**src/rtl/ec_serial_acc_if.sv**
```systemverilog
// rtl/ec_serial_acc_if.sv - column-in / result-out handshake bundle for ec_serial_acc
interface ec_serial_acc_if #(
    parameter int COLS = 8
);
    logic             in_valid;
    logic             in_ready;
    logic [2:0]       err_in;
    logic             out_valid;
    logic             out_ready;
    logic [COLS+1:0]  comp_out;
    logic             sat_out;

    modport master (
        output in_valid, err_in, out_ready,
        input  in_ready, out_valid, comp_out, sat_out
    );

    modport slave (
        input  in_valid, err_in, out_ready,
        output in_ready, out_valid, comp_out, sat_out
    );
endinterface

```
**src/rtl/ec_serial_acc.sv**
```systemverilog
// rtl/ec_serial_acc.sv - bit-serial error-compensation accumulator (optional clamp: EC_SAT_EN)
module ec_serial_acc #(
    parameter int COLS = 8
) (
    input  logic          clk,
    input  logic          rst_n,
    ec_serial_acc_if.slave bus
);
    localparam int OUT_W = COLS + 2;
    localparam int COL_W = $clog2(COLS);
    localparam logic [OUT_W-1:0] SAT_MAX = {2'b00, {COLS{1'b1}}};

    typedef enum logic {ACC, DONE} state_t;

    state_t             state_q;
    logic [COL_W-1:0]   col_q;
    logic               cin_q;
    logic               carry_q;
    logic [OUT_W-1:0]   word_q;
    logic               sat_q;
    logic               in_ready_q;
    logic               out_valid_q;

    logic               c, s, co, so, last;
    logic [1:0]         add_sum;
    logic [1:0]         top;
    logic [OUT_W-1:0]   word_d;
    logic [OUT_W-1:0]   full_d;
    logic [OUT_W-1:0]   result_d;
    logic               sat_d;

    // 3:2 compress of the column, then fold in the two carries arriving from below
    always_comb begin
        c       = (bus.err_in[0] & bus.err_in[1]) | (bus.err_in[0] & bus.err_in[2]) |
                  (bus.err_in[1] & bus.err_in[2]);
        s       = ^bus.err_in;
        add_sum = {1'b0, s} + {1'b0, cin_q} + {1'b0, carry_q};
        co      = add_sum[1];
        so      = add_sum[0];
        top     = {1'b0, co} + {1'b0, c};
        last    = (col_q == COL_W'(COLS - 1));
        word_d  = word_q;
        word_d[col_q] = so;
        full_d  = {top, so, word_q[COLS-2:0]};
`ifdef EC_SAT_EN
        sat_d    = (full_d > SAT_MAX);
        result_d = sat_d ? SAT_MAX : full_d;
`else
        sat_d    = 1'b0;
        result_d = full_d;
`endif
    end

    always_ff @(posedge clk or negedge rst_n) begin
        if (!rst_n) begin
            state_q     <= ACC;
            col_q       <= '0;
            cin_q       <= 1'b0;
            carry_q     <= 1'b0;
            word_q      <= '0;
            sat_q       <= 1'b0;
            in_ready_q  <= 1'b1;
            out_valid_q <= 1'b0;
        end else begin
            case (state_q)
                ACC: begin
                    if (bus.in_valid) begin
                        if (last) begin
                            word_q      <= result_d;
                            sat_q       <= sat_d;
                            col_q       <= '0;
                            cin_q       <= 1'b0;
                            carry_q     <= 1'b0;
                            state_q     <= DONE;
                            in_ready_q  <= 1'b0;
                            out_valid_q <= 1'b1;
                        end else begin
                            word_q  <= word_d;
                            cin_q   <= co;
                            carry_q <= c;
                            col_q   <= col_q + COL_W'(1);
                        end
                    end
                end
                DONE: begin
                    // Result is held until the consumer takes it; new columns wait.
                    if (bus.out_ready) begin
                        state_q     <= ACC;
                        word_q      <= '0;
                        sat_q       <= 1'b0;
                        in_ready_q  <= 1'b1;
                        out_valid_q <= 1'b0;
                    end
                end
                default: state_q <= ACC;
            endcase
        end
    end

    assign bus.in_ready  = in_ready_q;
    assign bus.out_valid = out_valid_q;
    assign bus.comp_out  = word_q;
    assign bus.sat_out   = sat_q;
endmodule
```
**src/flat_wrapper.sv**
```systemverilog
// flat-port wrapper written by rule: the top's interface ports become plain ports
module ec_serial_acc_flat 
#(
    parameter int COLS = 8
)
  (clk, rst_n, bus_in_valid, bus_err_in, bus_out_ready, bus_in_ready, bus_out_valid, bus_comp_out, bus_sat_out);
  ec_serial_acc_if #(.COLS(COLS)) bus_i ();
  input  logic clk;
  input  logic rst_n;
  input wire logic [$bits(bus_i.in_valid)-1:0] bus_in_valid;
  input wire logic [$bits(bus_i.err_in)-1:0] bus_err_in;
  input wire logic [$bits(bus_i.out_ready)-1:0] bus_out_ready;
  output wire logic [$bits(bus_i.in_ready)-1:0] bus_in_ready;
  output wire logic [$bits(bus_i.out_valid)-1:0] bus_out_valid;
  output wire logic [$bits(bus_i.comp_out)-1:0] bus_comp_out;
  output wire logic [$bits(bus_i.sat_out)-1:0] bus_sat_out;
  assign bus_i.in_valid = bus_in_valid;
  assign bus_i.err_in = bus_err_in;
  assign bus_i.out_ready = bus_out_ready;
  assign bus_in_ready = bus_i.in_ready;
  assign bus_out_valid = bus_i.out_valid;
  assign bus_comp_out = bus_i.comp_out;
  assign bus_sat_out = bus_i.sat_out;
  ec_serial_acc #(.COLS(COLS)) u_core (.clk(clk), .rst_n(rst_n), .bus(bus_i));
endmodule
```
**config.mk**
```make
export PLATFORM = sky130hd
export DESIGN_NAME = ec_serial_acc_flat
export DESIGN_NICKNAME = d
export VERILOG_FILES = /design/src/rtl/ec_serial_acc_if.sv /design/src/rtl/ec_serial_acc.sv /design/src/flat_wrapper.sv
export SDC_FILE = /design/constraint.sdc
export NUM_CORES = 1
export LEC_CHECK = 0
export CORE_MARGIN = 1.5
export CORE_UTILIZATION = 50
export DETAILED_ROUTE_END_ITERATION = 12
export PLACE_DENSITY = 0.77
export SYNTH_ARGS = -nofsm -noshare
export SYNTH_HDL_FRONTEND = slang
export SYNTH_SLANG_ARGS = --single-unit
export TNS_END_PERCENT = 20
```
**constraint.sdc**
```tcl
create_clock -name clk -period 1.9 [get_ports clk]
set_input_delay 0.38 -clock clk [delete_from_list [all_inputs] [get_ports clk]]
set_output_delay 0.38 -clock clk [all_outputs]
set_load 0.01 [all_outputs]
```
### After elaboration in Yosys (flattened, before gate mapping)

Index checks and enable logic that the tools add are counted.

* bitwise gates (word level): 6
* order comparisons: 2
* reductions and logical operators: 6
* mux-type cells: 23
* equality and inequality tests: 5
* add/sub/neg operators: 4

Operators by type and width (number)
* $mux 10: 3
* $pmux 10 s2: 1
* $mux 1: 12
* $bwmux 10: 1
* $pmux 1 s2: 4
* $ne 2x2->1 const B: 3
* $reduce_and 3->1: 2
* $lt 3x5->1 const B: 1
* $add 1x1->2: 2
* $reduce_and 2->1: 2
* $add 3x1->3 const B: 1
* $and 1x1->1: 3
* $demux 1 s3: 1
* $eq 3x3->1 const B: 1
* $ge 3x1->1 const B: 1
* $mux 3: 1
* $reduce_xor 3->1: 1
* $add 2x1->2: 1
* $ne 2x1->1 const B: 1
* $or 1x1->1: 2
* $logic_and 1x1->1: 1
* $not 1->1: 1

* flip-flop bits (word level): 19
* logic and storage cells: 55

### Logic depth before layout (Yosys ltp)

* word-level depth: 8
* depth in mapped cells: 7
* mapped depth without buffers: 7

### Worst setup path after synthesis

OpenSTA, ideal clock, no wires.

* path kind: input -> register
* start point: in bus_err_in[0]
* end point: reg u_core.word_q[5] (netlist: u_core.bus.comp_out[5])
* setup time: 0.068 ns
* arrival time: 1.989 ns
* stages on the path: 5
* path slack: -0.157 ns
* cells stage by stage: fa_1 inv_1 fa_1 nor4_2 a32o_1

* cells in the longest elaborated chain, start to end: 7

Ends and longest elaborated chain
* start: declaration: RTL line flat_wrapper.sv:11 `input wire logic [$bits(bus_i.err_in)-1:0] bus_err_in;`
* $reduce_xor 3->1: RTL line ec_serial_acc.sv:36 `s = ^bus.err_in;`
* $add 1x1->2: RTL line ec_serial_acc.sv:37 `add_sum = {1'b0, s} + {1'b0, cin_q} + {1'b0, carry_q};`
* $add 2x1->2: RTL line ec_serial_acc.sv:37
* $bwmux 10: RTL line ec_serial_acc.sv:43 `word_d[col_q] = so;`
* $mux 10: RTL line ec_serial_acc.sv:68 `if (last) begin`
* $mux 10: RTL line ec_serial_acc.sv:67 `if (bus.in_valid) begin`
* $pmux 10 s2: RTL line ec_serial_acc.sv:65 `case (state_q)`
* end signal: assignment: RTL line ec_serial_acc.sv:69 `word_q <= result_d;`
* end signal: assignment: RTL line ec_serial_acc.sv:78 `word_q <= word_d;`
* end: declaration: RTL line ec_serial_acc.sv:19 `logic [OUT_W-1:0] word_q;`

Every way passes these cells. The select of a mux whose other input is x is not followed.
A chain may end at the register's enable or synchronous reset.

### Worst setup path after layout

Same ends and word-level chain as after synthesis.

==> key figures <==
STA
  – Fin crit period: 1.86 ns
  – Final worst path period share: 0.978
  – Slew Viols, Final: 0
  – Final Hold Fails: 0
  – Clk_skew: 0.00149 ns
  – Max Freq: 0.538 GHz
  – RSZ-0062 raised after global routing: yes
  – Hold Slack: 0.391 ns
  – Setup TNS: 0 ns
  – # setup viols final: 0

GRT
  – Grt total ovfl: 0
  – Number of global-route vias before repair: 782
  – First-pass GRT wire length: 3490 µm
  – Largest net degree at the start of global routing: 14
  – Initial antenna violation count: 0
  – Total Routing Usage GR: 0.191

Worst setup path
  – CP Class: input port to flip-flop
  – Crit path max fanout: 4
  – Arr. time, crit path: between 2 and 2.5 ns
  – CP max stage delay: roughly 0.52 ns
  – Crit-path cells: buf_6 -> fa_1 -> inv_1 -> fa_2 -> nor4_4 -> a32o_1
  – Slowest CP cell: fa_1
  – CP required: 2.15 ns
  – Worst Setup End Kind: flip-flop
  – Startpoint types: input port

Yosys
  – Synth area leader: dfrtp_1
  – Synthesized netlist cell count: 103
  – YS warnings: 0
  – Syn_nets: 115
  – Seq/Total Area, Yosys: 0.427
  – Top post-synthesis cells by area: dfrtp_1 40%, o22ai_1 4.7%, and3b_1 4.1%, a32o_1 3.8%, fa_1 3.8%
  – Post-Syn Area: about 0.0011 mm²
  – Register bit total from synthesis: 18
  – Post-synth EDFFs: 0
  – Ys async rst share: 1.00
  – Synth top area share: 0.402
  – Post-synth top flop: dfrtp_1
  – Synth Area per Inst: 10.3 µm²
  – Netlist cell types: 35

Floorplan
  – Initial core utilization: 0.533
  – DIE AREA: 0.00240 mm²
  – Die width: just under 50 µm
  – Die H: 49.0 µm
  – I/O pins: 20
  – Row count: 16
  – Core area: approximately 0.002 mm²

CTS
  – Hold buffer count at cts: 0
  – TritonCTS clock tree: done
  – Number of setup buffers added after CTS: 0
  – CTS Buffer Depth: 2
  – Clock root buffer: clkbuf_4
  – Number of CTS-inserted buffers: 3
  – # H-tree levels: 1
  – Clock Pin Slew Worst Setup and Hold Paths: roughly 0.11 ns
  – Sink Count: 18
  – Worst-Skew Late Latency: 0.30 ns

Status
  – Outcome: complete, no violations

Final layout
  – N_diodes: 0
  – Post-Layout Cell Count: 150
  – Final Cell Area: 0.00131 mm²
  – Area grow syn2layout: 23.9%
  – Highest-count cells in the layout ignoring fill and taps: 17 x dfrtp_1, 15 x clkdlybuf4s50_1, 8 x nand2_1, 8 x o22ai_1, 7 x buf_4
  – Share of layout cells above drive strength 1: 0.187
  – Fin util: 0.661
  – Commonest non-fill, non-tap cell in the layout: dfrtp_1
  – # fillers: about 150
  – Final Net Count: approximately 140

Placed design
  – Cell Count Post-Placement: approximately 150
  – IO Port Bufs: 18
  – GP Congestion: between 0.7 and 0.8
  – Dpl hpwl: 1540 µm
  – Placed cell areas: 0.00128 mm²

Power and ir drop
  – Leak Pwr: 0.000601 µW
  – Maximum vdd ir drop: 0.996 mV
  – Power density cells: ~1500 mW/mm²
  – Sequential share of power: 0.316
  – Switching share of power: 0.382
  – Comb pwr share: 0.560
  – Internal power: 1220 µW
  – Clock power share: 0.124
  – Psw: 758 µW

Route
  – Via-per-instance ratio: around 5.5
  – Final wirelength: around 2100 µm
  – Routed WL per cell: 13.7 µm
  – Vias after detailed routing: 826
  – Met2 WL: just under 1000 µm
  – Met3 WL post-DR: approximately 71 µm
  – DRC Markers: 0
  – Max layer used: met4
  – Antenna-violating nets left: 0
  – Initial drt markers: 3
  – Metal-1 WL: 983 µm
  – Drt pass-1 iters: 4

Job
  – Max cap viols: 0

Hold path
  – Min-delay worst type: input port to asynchronous set/reset pin
[cell usage after synthesis, drive strengths merged (4+ instances only)]
cell type and count:
dfrtp 17, nand2 8, buf 8, a21oi 4, o22ai 8, and3b 5
inv 5, nor3b 4, a32o 4, o21ai 5
[critical path: cells and delay by family]
kind            cells  cell delay (ns)
simple gates        1             0.39
fa+ha+maj           2             0.98
buf+inv             2             0.14
compound gates      1             0.21
[worst paths after layout]
| path | startpoint | endpoint | slack (ns) | depth (start not counted) |
|---|---|---|---|---|
| hold reg to reg | u_core.bus.comp_out[5]$_DFFE_PN0P_ | u_core.bus.comp_out[5]$_DFFE_PN0P_ | 0.51 | 1 |
| max in group asynchronous | rst_n | u_core.carry_q$_DFFE_PN0P_ | 1.00 | 2 |
| setup reg to reg | u_core.col_q[0]$_DFFE_PN0P_ | u_core.bus.comp_out[3]$_DFFE_PN0P_ | 0.15 | 5 |
| min in group clk | u_core.bus.comp_out[5]$_DFFE_PN0P_ | u_core.bus.comp_out[5]$_DFFE_PN0P_ | 0.51 | 1 |
| hold / removal | rst_n | u_core.bus.comp_out[5]$_DFFE_PN0P_ | 0.39 | 1 |
| setup / recovery | bus_err_in[0] | u_core.bus.comp_out[5]$_DFFE_PN0P_ | 0.04 | 6 |
[cells by family (layout without fill, tap and decap cells)]
kind of cell,Yosys count,count (layout),synth area share
DFF,18,18,0.427
AOI/OAI and AO/OA,28,28,0.183
buffers and inverters,14,34,0.0722
muxes,4,4,0.0402
and+or+nand+nor,33,33,0.200
other,1,1,0.00355
adders and majority gates,5,5,0.0734
[stage by stage]
| step | setup slack, ns | power [µW] |
|---|---|---|
| 3_3_place_gp | -0.637 | 1730 |
| 4_1_cts | -0.00810 | 2010 |
| 3_5_place_dp | -0.646 | 1760 |
| 6_report | 0.0425 | 1980 |
| 5_1_grt | -0.00122 | 2130 |
| 2_1_floorplan | -0.0852 | 1380 |
[power by group through the flow]
stage	registers, µW	clock network (µW)	logic (µW)
2_1_floorplan	689	0	686
3_3_place_gp	630	0	1100
3_5_place_dp	639	0	1120
4_1_cts	629	253	1120
5_1_grt	647	264	1220
6_report	627	245	1110
[state kept, by name, indices dropped and copies added, names as in the netlist]
name / flops
u_core.cin_q: 1
u_core.carry_q: 1
u_core.col_q: 3
u_core.state_q: 1
u_core.bus.in_ready: 1
u_core.bus.comp_out: 10
u_core.bus.out_valid: 1
[metal layers]
layer,GRT usage,vias up
li1,-,409
met1,0.268,397
met2,0.292,15
met3,0.0307,5
met4,0.0857,0
met5,0,-
[cell type report]
cell class                      count  area, µm²  area share
Clock buffer                        4       36.3      0.0277
Inverter                            5       18.8      0.0143
Multi-Input combinational cell     71        546       0.416
Sequential cell                    18        452       0.345
Tap cell                           27       33.8      0.0258
Timing Repair Buffer               25        224       0.171
[repair_timing]
item	4_1_cts	5_1_grt
gates resized for setup	12	1
pin swaps	4	2
endpoints found under the hold margin	0	0
endpoints found under the setup margin	9	7
No activity file was read; power rests on OpenSTA's default activity.
